<file path="src/rtl/alu_pkg.sv">
// Shared definitions for the ALU command driver: opcode encodings, the
// number of legal opcodes and the bit positions inside the response flags.
package alu_pkg;

  localparam logic [3:0] OR   = 4'd0;
  localparam logic [3:0] MUL  = 4'd1;
  localparam logic [3:0] SGE  = 4'd2;
  localparam logic [3:0] MIN  = 4'd3;
  localparam logic [3:0] SRA  = 4'd4;
  localparam logic [3:0] ADD  = 4'd5;
  localparam logic [3:0] SLL  = 4'd6;
  localparam logic [3:0] SLTU = 4'd7;
  localparam logic [3:0] SEQ  = 4'd8;
  localparam logic [3:0] SRL  = 4'd9;
  localparam logic [3:0] NOR  = 4'd10;
  localparam logic [3:0] SLT  = 4'd11;

  // Opcodes 0..NUM_OPS-1 are legal; anything above is reported as an error.
  localparam int NUM_OPS = 12;

  // Bit positions in the 3-bit flags vector {overflow, zero, carry}.
  localparam int CARRY = 0;
  localparam int ZERO  = 1;
  localparam int OVF   = 2;

  typedef logic [2:0] alu_flags_t;

endpackage

</file>
<file path="src/rtl/alu_cmd_driver_fifo.sv">
// Synchronous FIFO with a registered occupancy count. Used for the command
// queue and for the two-entry response buffer. Storage is cleared on reset so
// the head output reads zero until the first write.
module sync_fifo #(
  parameter int WIDTH = 8,
  parameter int DEPTH = 4
) (
  input  logic             clk,
  input  logic             rst,
  input  logic             wr_en,
  input  logic [WIDTH-1:0] wr_data,
  input  logic             rd_en,
  output logic [WIDTH-1:0] rd_data,
  output logic             full,
  output logic             empty
);

  localparam int PW = $clog2(DEPTH);
  localparam int CW = PW + 1;

  logic [WIDTH-1:0] mem [DEPTH];
  logic [PW-1:0]    wr_ptr;
  logic [PW-1:0]    rd_ptr;
  logic [CW-1:0]    count;
  logic             do_wr;
  logic             do_rd;

  assign full    = (count == CW'(DEPTH));
  assign empty   = (count == '0);
  assign do_rd   = rd_en && !empty;
  // A write at full is only accepted when a read frees the slot this cycle.
  assign do_wr   = wr_en && (!full || do_rd);
  assign rd_data = mem[rd_ptr];

  // Storage, pointers (wrap naturally at DEPTH) and occupancy count.
  always_ff @(posedge clk) begin
    if (rst) begin
      wr_ptr <= '0;
      rd_ptr <= '0;
      count  <= '0;
      for (int i = 0; i < DEPTH; i++) mem[i] <= '0;
    end else begin
      if (do_wr) begin
        mem[wr_ptr] <= wr_data;
        wr_ptr      <= wr_ptr + 1'b1;
      end
      if (do_rd) rd_ptr <= rd_ptr + 1'b1;
      case ({do_wr, do_rd})
        2'b10:   count <= count + 1'b1;
        2'b01:   count <= count - 1'b1;
        default: count <= count;
      endcase
    end
  end

endmodule

</file>
<file path="src/rtl/alu_cmd_driver.sv">
// Initiator for a combinational ALU. Commands are queued, issued to the ALU
// from registers, and the ALU outputs are captured one cycle later into a
// two-entry response buffer.
//
// Handshake rule for both streams: a transfer happens on a rising clk edge
// where valid and ready are both high; the sender holds its payload stable
// while valid is high and ready is low, and ready never depends on valid.
module alu_cmd_driver #(
  parameter int WIDTH     = 64,
  parameter int OPW       = 4,
  parameter int SHW       = 5,
  parameter int TAGW      = 4,
  parameter int CMD_DEPTH = 4,
  parameter int NUM_OPS   = alu_pkg::NUM_OPS
) (
  input  logic             clk,
  input  logic             rst,
  input  logic             cmd_valid,
  output logic             cmd_ready,
  input  logic [OPW-1:0]   cmd_opcode,
  input  logic [WIDTH-1:0] cmd_a,
  input  logic [WIDTH-1:0] cmd_b,
  input  logic [SHW-1:0]   cmd_shamt,
  input  logic [TAGW-1:0]  cmd_tag,
  output logic [OPW-1:0]   alu_opcode,
  output logic [WIDTH-1:0] alu_input1,
  output logic [WIDTH-1:0] alu_input2,
  output logic [SHW-1:0]   alu_shiftValue,
  input  logic [WIDTH-1:0] alu_result,
  input  logic             alu_carry,
  input  logic             alu_zero,
  input  logic             alu_overflow,
  output logic             rsp_valid,
  input  logic             rsp_ready,
  output logic [WIDTH-1:0] rsp_result,
  output logic [2:0]       rsp_flags,
  output logic [TAGW-1:0]  rsp_tag,
  output logic             rsp_err
);

  import alu_pkg::*;

  localparam int CMDW = OPW + 2 * WIDTH + SHW + TAGW;
  localparam int RSPW = WIDTH + 3 + TAGW + 1;

  localparam logic [0:0] IDLE = 1'b0;
  localparam logic [0:0] EXEC = 1'b1;

  logic [0:0]       state_q;
  logic             start;

  logic             cmd_push;
  logic             cmd_full;
  logic             cmd_empty;
  logic [CMDW-1:0]  cmd_wdata;
  logic [CMDW-1:0]  cmd_head;
  logic [OPW-1:0]   hd_opcode;
  logic [WIDTH-1:0] hd_a;
  logic [WIDTH-1:0] hd_b;
  logic [SHW-1:0]   hd_shamt;
  logic [TAGW-1:0]  hd_tag;
  logic             hd_err;

  logic [TAGW-1:0]  tag_q;
  logic             err_q;

  logic             rsp_push;
  logic             rsp_pop;
  logic             rsp_full;
  logic             rsp_empty;
  logic [WIDTH-1:0] cap_result;
  alu_flags_t       cap_flags;
  logic [RSPW-1:0]  rsp_wdata;
  logic [RSPW-1:0]  rsp_head;

  // Ready comes from registered occupancy only; held low while in reset.
  assign cmd_ready = !rst && !cmd_full;
  assign cmd_push  = cmd_valid && cmd_ready;
  assign cmd_wdata = {cmd_opcode, cmd_a, cmd_b, cmd_shamt, cmd_tag};

  sync_fifo #(.WIDTH(CMDW), .DEPTH(CMD_DEPTH)) u_cmd_fifo (
    .clk     (clk),
    .rst     (rst),
    .wr_en   (cmd_push),
    .wr_data (cmd_wdata),
    .rd_en   (start),
    .rd_data (cmd_head),
    .full    (cmd_full),
    .empty   (cmd_empty)
  );

  assign {hd_opcode, hd_a, hd_b, hd_shamt, hd_tag} = cmd_head;
  assign hd_err = (32'(hd_opcode) >= NUM_OPS);

  // Issue only when the response buffer can take the result one cycle later.
  assign start = (state_q == IDLE) && !cmd_empty && !rsp_full;

  // Issue FSM plus the ALU input registers and tag/err pipeline stage.
  always_ff @(posedge clk) begin
    if (rst) begin
      state_q        <= IDLE;
      alu_opcode     <= '0;
      alu_input1     <= '0;
      alu_input2     <= '0;
      alu_shiftValue <= '0;
      tag_q          <= '0;
      err_q          <= 1'b0;
    end else begin
      case (state_q)
        IDLE: begin
          if (start) begin
            state_q        <= EXEC;
            alu_opcode     <= hd_opcode;
            alu_input1     <= hd_a;
            alu_input2     <= hd_b;
            alu_shiftValue <= hd_shamt;
            tag_q          <= hd_tag;
            err_q          <= hd_err;
          end
        end
        default: state_q <= IDLE;
      endcase
    end
  end

  // Build the captured response; illegal opcodes report zero result, Z flag.
  always_comb begin
    cap_result = '0;
    cap_flags  = '0;
    if (err_q) begin
      cap_flags[ZERO] = 1'b1;
    end else begin
      cap_result       = alu_result;
      cap_flags[CARRY] = alu_carry;
      cap_flags[ZERO]  = alu_zero;
      cap_flags[OVF]   = alu_overflow;
    end
  end

  assign rsp_push  = (state_q == EXEC);
  assign rsp_wdata = {cap_result, cap_flags, tag_q, err_q};
  assign rsp_pop   = rsp_valid && rsp_ready;

  sync_fifo #(.WIDTH(RSPW), .DEPTH(2)) u_rsp_buf (
    .clk     (clk),
    .rst     (rst),
    .wr_en   (rsp_push),
    .wr_data (rsp_wdata),
    .rd_en   (rsp_pop),
    .rd_data (rsp_head),
    .full    (rsp_full),
    .empty   (rsp_empty)
  );

  assign rsp_valid = !rsp_empty;
  assign {rsp_result, rsp_flags, rsp_tag, rsp_err} = rsp_head;

endmodule

</file>
<file path="config.mk">
export PLATFORM = sky130hd
export DESIGN_NAME = alu_cmd_driver
export DESIGN_NICKNAME = d
export VERILOG_FILES = /design/src/rtl/alu_pkg.sv /design/src/rtl/alu_cmd_driver_fifo.sv /design/src/rtl/alu_cmd_driver.sv
export SDC_FILE = /design/constraint.sdc
export NUM_CORES = 1
export LEC_CHECK = 0
export CAP_MARGIN = 0
export CORE_UTILIZATION = 30
export CTS_BUF_LIST = sky130_fd_sc_hd__clkbuf_8
export DETAILED_ROUTE_END_ITERATION = 12
export SLEW_MARGIN = 30
export SYNTH_ARGS = -nofsm -noshare
export SYNTH_HDL_FRONTEND = slang
export SYNTH_SLANG_ARGS = --single-unit
export TNS_END_PERCENT = 1
</file>
<file path="constraint.sdc">
create_clock -name clk -period 15.6 [get_ports clk]
set_clock_uncertainty 0.15 [all_clocks]
set_input_delay 4.68 -clock clk [delete_from_list [all_inputs] [get_ports clk]]
set_output_delay 4.68 -clock clk [all_outputs]
set_load 0.01 [all_outputs]
</file>
# Word level (Yosys, flattened, before mapping)
# Memory sizes are Yosys's and may differ from the RTL's. A register that Yosys moved wholly into a read port is not among the register bits.
# Cells that the tools add are included.
word_totals:
  input_bits: 212
  regBits: 154
  out_inout_bits: 211
  mem_bits_rw: 708
  elab_cells: 80
  n_memories: 2
classes:
  eq_ne: 6
  bitwise: 1
  mux: 25
  reduce_logical: 24
  add_sub_neg: 8
  n_lt_le_gt_ge: 1
mem_list:
  columns: ["memory", "words", "width", "read_ports", "rd_clocked_by_memory_dff", "wr", "line", "source"]
  rows:
  - ["u_cmd_fifo.mem", 4, 141, 1, 1, 4, "alu_cmd_driver_fifo.sv:21", "logic [WIDTH-1:0] mem [DEPTH];"]
  - ["u_rsp_buf.mem", 2, 72, 1, 1, 2, "alu_cmd_driver_fifo.sv:21", null]
op_table:
  columns: ["op", "n"]
  rows:
  - ["141-bit two-way mux", 1]
  - ["141-bit OR reduction", 1]
  - ["72-bit two-way mux", 1]
  - ["72-bit OR reduction", 1]
  - ["64-bit two-way mux", 1]
  - ["1-bit two-way mux", 17]
  - ["1-bit logical AND", 9]
  - ["2-bit by 1-bit adder with 2-bit output (second input constant)", 3]
  - ["2-bit == test (second input constant)", 3]
  - ["2-bit two-way mux", 3]
  - ["3-bit case mux with 2 select lines", 1]
  - ["1-bit zero test", 5]
  - ["2-bit by 1-bit == test with 1-bit output (second input constant)", 2]
  - ["4-bit >= comparator (second input constant)", 1]
  - ["2-bit case mux with 2 select lines", 1]
  - ["2-bit nonzero test", 2]
  - ["3-bit by 1-bit adder with 3-bit output (second input constant)", 1]
  - ["3-bit == test (second input constant)", 1]
  - ["3-bit zero test", 1]
  - ["3-bit by 1-bit subtractor with 3-bit output (second input constant)", 1]
  - ["1-bit adder (second input constant)", 2]
  - ["2-bit zero test", 1]
  - ["1-bit logical OR", 2]
  - ["2-bit AND reduction", 1]
  - ["3 further kinds", 3]

# Depth between registers and ports, before layout
# Gate-level depths: netlist (run 1).
logic_depth:
  ltp_word: 12
  ltp_mapped: 10
  ltp_nobuf: 9

# Cells and area by module
# From an unflattened synthesis (run 1), not the netlist that was laid out.
hier_totals:
  cells_unflattened: 2589
  area_unflattened_um2: 38057.8
modules_own_cells:
  columns: ["module", "cells_each", "instances", "area_per_inst_um2", "seq_area_each_um2"]
  rows:
  - ["sync_fifo (u_cmd_fifo)", 1416, 1, 24569.8, 17116.4]
  - ["alu_cmd_driver", 758, 1, 7035.5, 2862.7]
  - ["sync_fifo (u_rsp_buf)", 415, 1, 6452.4, 4424.2]

# Least setup slack after synthesis (run 1)
# Ideal clock, no wire load.
synth_path:
  path_kind: "input-to-reg"
  start: "input rst"
  end: "memory u_cmd_fifo.mem[3][0] (netlist name), enable pin"
  slack_ns: 2.483
  arrival_time_ns: 12.279
  path_stages: 6
  required_time_ns: 14.762
  path_buffers: 3
  setup_ns: 0.688
  path_cell_list: "buf_2 nor3b_2 buf_6 buf_2 a21oi_1 a21oi_1"
synth_lines:
  columns: ["item", "line", "source"]
  rows:
  - ["start: declaration", "alu_cmd_driver.sv:17", "input logic rst,"]
  - ["end: declaration", "alu_cmd_driver_fifo.sv:21", null]

# Final worst setup path (run 1)
layout_path:
  start: "input rst"
  end: "output cmd_ready"
layout_between:
  elab_chain_cells: 2
layout_lines:
  columns: ["item", "line", "source"]
  rows:
  - ["1-bit zero test", "alu_cmd_driver.sv:77", "assign cmd_ready = !rst && !cmd_full;"]
  - ["1-bit logical AND", "alu_cmd_driver.sv:77", null]
  - ["end: declaration", "alu_cmd_driver.sv:19", "output logic cmd_ready,"]
# No other way between the ends.

==> flow_summary.json, run 1 <==
{
  "core.rowCount": 126,
  "portBuffers": 422,
  "cp_data_arrival_time_ps": 5790,
  "ant_nets": 0,
  "p_leak_nw": 15.9,
  "synth_cell_type_count": 35,
  "synth-main-ff-cell": "edfxtp_1",
  "syn_area_per_cell_sq_um": 14.2,
  "chipHeight_um": 348,
  "postSynthCellCount": 2521,
  "htreeDepth": 4,
  "worst_pin_slew_ps": 960,
  "grt.met1_usage_pct": 19.2,
  "grt_max_degree": 83,
  "cts_buffer_depth": 3,
  "die_area_sq_um": 121000,
  "synth_edf_count": 708,
  "synth_warnings": 0,
  "seq_area_sq_um": 24400,
  "vdd_drop_max_uv": 90.6,
  "fmax_mhz": 94.2,
  "yosysSeqAreaShare_pct": 68.0,
  "routedWlPerCell_um": 20.4,
  "dp_hpwl_um": 53500,
  "holdBufCountCts": 0,
  "stdcell_area_sq_um": 44500,
  "grt_overflow": 0,
  "power.density_nw_per_um2": 153,
  "crit_fanout": 50,
  "hp-class": "flop to flop",
  "routed_wl_um": 95700,
  "syn_nets": 2736,
  "busiest_layer": "met2",
  "vias_per_cell": 4.52,
  "min_period_ps": 10620,
  "clkTransAtPathRegs_ps": 60,
  "final_cell_mix": "708 x edfxtp_1, 565 x and2_1, 421 x clkdlybuf4s50_1",
  "cts_resized": 0,
  "area_delta_synth_final_pct": 23.9,
  "cpPeakStageDelay_ps": 570,
  "fin_crit_sh_pct": 68.1,
  "syn_area_sq_um": 35900,
  "run_status": "finished, final reports clean",
  "io_pins": 423,
  "initial_core_util_pct": 30.3,
  "grt_pass1_wl_um": 142000,
  "ys_ff_latch": 865,
  "tns_ps": 0,
  "critical-path-slowest-cell": "clkdlybuf4s50_1",
  "slew_headroom_pct": 36.0,
  "path_class": "input port to primary output",
  "core_area_sq_um": 118000,
  "grt_pass1_vias": 22400,
  "die_w_um": 348,
  "grt_usage_pct": 15.8,
  "drt-initial-drc-count": 1292,
  "antenna_found_initial": 27,
  "clock_latency_ps": 810,
  "root_buffer": "clkbuf_8",
  "endpoint_kind": "primary output",
  "postCtsSetupRepairBufs": 0,
  "drv_cap": 0,
  "drc": 0,
  "gr-usage-met3_pct": 4.78,
  "finalSetupViolations": 0,
  "nets": 3176,
  "drive_gt1_share_pct": 15.0,
  "n_fill_cell": 11300,
  "drtPass1Iterations": 5,
  "rsz0062_at_grt": "no",
  "async_flop_share_pct": 0,
  "multi_input_area_sq_um": 10500,
  "startpoint_type": "input port",
  "cts_made_buffers": 153,
  "hold_violations": 0,
  "cts_tree": "done",
  "finalMaxSlewViolations": 0,
  "gp_congestion": 0.716,
  "worstPathCellList": "buf_6, nor2_1, clkdlybuf4s50_1",
  "cts_sinks": 865,
  "vias": 21200,
  "required_ps": 10770,
  "dpl_cell_area_sq_um": 41500,
  "final_common_cell": "edfxtp_1",
  "use_met2_pct": 26.6
}
through the flow:
stage	instances	util, %	setup WS [ps]	hold slack [ps]	power (mW)
2_1_floorplan	2521	-	2480	286	4.09
3_3_place_gp	4404	35.0	4960	295	4.87
3_5_place_dp	4404	35.1	4960	296	4.89
4_1_cts	4689	37.5	4960	304	6.94
5_1_grt	4695	37.6	4910	319	7.17
6_report	4695	37.6	4980	303	6.81
flip-flops by register name, indices dropped and copies added (netlist names), named ones only:
| signal | cells |
|---|---|
| alu_input1 | 64 |
| alu_input2 | 64 |
| alu_opcode | 4 |
| alu_shiftValue | 5 |
| err_q | 1 |
| rsp_push | 1 |
| tag_q | 4 |
| u_cmd_fifo.count | 3 |
| u_cmd_fifo.mem | 564 |
| u_cmd_fifo.rd_ptr | 2 |
| u_cmd_fifo.wr_ptr | 2 |
| u_rsp_buf.count | 2 |
| u_rsp_buf.mem | 144 |
| u_rsp_buf.rd_ptr | 1 |
| u_rsp_buf.wr_ptr | 1 |
cells by family (layout without fill, tap and decap cells):
logic type	Yosys count	after routing	share of synthesized area, %
AND/OR/NAND/NOR	1091	1091	15.6
adder cells (fa/ha/maj)	3	3	0.125
other	0	4	0
flip-flops	865	865	68.0
XOR/XNOR	8	8	0.195
AO/OA/AOI/OAI	155	155	2.18
buffers and inverters	186	756	2.86
multiplexers	213	213	11.1
power breakdown:
group / total (mW) / internal, mW / switching, mW
combinational: 1.81 / 0.814 / 0.996
sequential: 2.98 / 2.83 / 0.149
clock: 2.02 / 1.05 / 0.966
synthesized netlist by cell type, types with 4 or more instances:
cell,count,area (sq um)
a21oi_1,148,741
and2_1,565,3530
buf_2,35,175
buf_4,10,75.1
buf_8,16,240
clkbuf_1,89,334
clkbuf_2,19,95.1
dfxtp_1,157,3140
edfxtp_1,708,21300
inv_1,10,37.5
mux2_2,72,811
mux4_2,141,3180
nand2_1,351,1320
nor2_1,157,589
o21ai_0,5,25.0
or2_2,4,25.0
or3_1,4,25.0
xnor2_1,4,35.0
xor2_1,4,35.0
layout make-up:
type / instances / area share [%]
well taps: 1600 / 4.50
multi-input cells: 1470 / 23.7
repair buffers: 458 / 10.2
flip-flops and latches: 865 / 54.9
inverters: 13 / 0.127
diodes: 4 / 0.0225
clock inverters: 116 / 1.36
clock buffers: 169 / 5.23
path summary, 6_finish.rpt:
path | start | end | slack, ps | cells past startpoint
max | rst | cmd_ready | 4980 | 3
max reg2reg | u_cmd_fifo.count[2]$_SDFFE_PP0P_ | u_cmd_fifo.mem[1][54]$_SDFFCE_PN0P_ | 11550 | 6
min | alu_input1[47]$_SDFFE_PP0P_ | alu_input1[47]$_SDFFE_PP0P_ | 300 | 2
min reg2reg | alu_input1[47]$_SDFFE_PP0P_ | alu_input1[47]$_SDFFE_PP0P_ | 300 | 2
worst max-delay path: cells and delay by family:
kind                   cells  cell delay [ps]
buffers and inverters      2              750
AND/OR/NAND/NOR            1              270
metal layers:
metal	wire length, um	part of all wire, %
met5	255	0.27
met4	2210	2.3
met3	6560	6.9
met2	46400	48
met1	40300	42
No activity file was read; power rests on OpenSTA's default activity.
==> run 2, diff against run 1 <==
- clock period: 15.6 -> 10.2 ns (I/O delays scaled with it)
==> flow_summary.json, run 2 (synthesis results as in run 1) <==
{
  "power.density_nw_per_um2": 233,
  "antenna_found_initial": 17,
  "finalSetupViolations": 0,
  "core_area_sq_um": 118000,
  "layout.cells.non_filler": 4692,
  "p_leak_nw": 16.0,
  "endpoint_kind": "primary output",
  "seqPwrFrac_pct": 44.1,
  "reg2reg_slack_ps": 6350,
  "drv_cap": 0,
  "cts_sinks": 865,
  "final_cell_mix": "708 x edfxtp_1, 565 x and2_1, 421 x clkdlybuf4s50_1",
  "drive_gt1_share_pct": 14.9,
  "holdBufCountCts": 0,
  "routed_wl_um": 94200,
  "vdd_drop_max_uv": 162,
  "drt-initial-drc-count": 1304,
  "dpl_cell_area_sq_um": 41600,
  "p_clk_share_pct": 29.3,
  "worst_pin_slew_ps": 952,
  "fin_crit_sh_pct": 73.5,
  "dp_hpwl_um": 52900,
  "required_ps": 6990,
  "stdcell_area_sq_um": 44500,
  "drc": 0,
  "reg.largest.list": "u_cmd_fifo.mem: 564 flops, u_rsp_buf.mem: 144 flops",
  "area_delta_synth_final_pct": 23.9,
  "cts_resized": 0,
  "cp_top_family": "buffers and inverters",
  "multi_input_area_sq_um": 10500,
  "die_area_sq_um": 121000,
  "largest_reg_flops": 564,
  "finalMaxSlewViolations": 0,
  "p_switching_mw": 3.21,
  "startpoint_type": "input port",
  "rsz0062_at_grt": "no",
  "cp.buffers_inverters": 2,
  "root_buffer": "clkbuf_8",
  "grt_usage_pct": 15.5,
  "p_int_mw": 7.16,
  "swShare_pct": 30.9,
  "ant_nets": 0,
  "cts_tree": "done",
  "routedWlPerCell_um": 20.1,
  "hold_violations": 0,
  "grt_pass1_vias": 22100,
  "cts_buffer_depth": 3,
  "initial_core_util_pct": 30.3,
  "fmax_mhz": 133,
  "die_w_um": 348,
  "grt_max_degree": 145,
  "clock_latency_ps": 810,
  "grt_overflow": 0,
  "postCtsSetupRepairBufs": 0,
  "portBuffers": 422,
  "n_fill_cell": 11300,
  "nets": 3172,
  "cts_made_buffers": 150,
  "critical-path-slowest-cell": "clkdlybuf4s50_1",
  "top_register": "u_cmd_fifo.mem",
  "vias": 21100,
  "cp_data_arrival_time_ps": 4290,
  "worstPathCellList": "buf_6, nor2_1, clkdlybuf4s50_1",
  "htreeDepth": 4,
  "min_period_ps": 7500,
  "core.rowCount": 126,
  "tns_ps": 0,
  "combPwrFrac_pct": 26.6,
  "drtPass1Iterations": 5,
  "crit_fanout": 24,
  "slew_headroom_pct": 36.6,
  "chipHeight_um": 348,
  "io_pins": 423,
  "run_status": "finished, final reports clean",
  "grt_pass1_wl_um": 140000,
  "gp_congestion": 0.731,
  "cpPeakStageDelay_ps": 630,
  "vias_per_cell": 4.49,
  "hp-class": "flop to flop",
  "final_common_cell": "edfxtp_1",
  "path_class": "input port to primary output",
  "seq_area_sq_um": 24400,
  "dp_cells": 4404,
  "clkTransAtPathRegs_ps": 50
}
## run 2: cell count changes in the layout (fill, tap and decap cells not counted), moves of 4 or more
cell	change
buf_12	+4
inv_1	+14
diode_2	+4
buf_6	-5
clkbuf_8	-6
clkinv_1	-16
## run 2: metrics by stage
step	utilization [%]	worst slack (ps)	hold WS, ps	power (mW)
after global routing	37.6	2590	328	10.9
after detailed placement	35.1	2650	296	7.49
after floorplan	-	1160	286	6.25
final	37.6	2700	301	10.4
after CTS	37.5	2650	304	10.6
after global placement	35.1	2640	292	7.46
## run 2: worst min-delay path, delay by kind of cell (launching register included)
kind,cells,cell delay (ps)
and+or+nand+nor,1,50
DFF,1,300
AOI/OAI and AO/OA,1,50
## run 2: worst paths after layout
kind | start | to | depth (start not counted)
worst max-delay path | rst | cmd_ready | 3
worst min-delay path | alu_input2[23]$_SDFFE_PP0P_ | alu_input2[23]$_SDFFE_PP0P_ | 2
worst max register to register | u_cmd_fifo.count[0]$_SDFFE_PP0P_ | alu_input2[46]$_SDFFE_PP0P_ | 7
worst min register to register | alu_input2[23]$_SDFFE_PP0P_ | alu_input2[23]$_SDFFE_PP0P_ | 2
## run 2: power by group through the flow
stage | clock (mW) | combinational (mW) | sequential (mW)
5_1_grt | 3.30 | 3.00 | 4.63
2_1_floorplan | 0 | 1.63 | 4.63
3_3_place_gp | 0 | 2.82 | 4.65
4_1_cts | 3.15 | 2.84 | 4.59
3_5_place_dp | 0 | 2.83 | 4.66
6_report | 3.04 | 2.75 | 4.58
## run 2: layout make-up
cell class                 instances  area share, %
antenna                            8         0.0450
clock buffer                     163           5.04
clock inverter                   116           1.42
inverter                          13          0.127
multi-input combinational       1470           23.7
sequential                       865           54.9
tap                             1600           4.50
timing repair buffer             457           10.3
## run 2: routing by layer
| metal | up-vias | routed length (um) | global-route usage [%] |
|---|---|---|---|
| met3 | 164 | 5460 | 4.30 |
| met2 | 530 | 45800 | 26.0 |
| met5 | - | 116 | 0 |
| met1 | 10500 | 40300 | 19.2 |
| met4 | 18 | 2540 | 5.56 |
| li1 | 9817 | - | - |
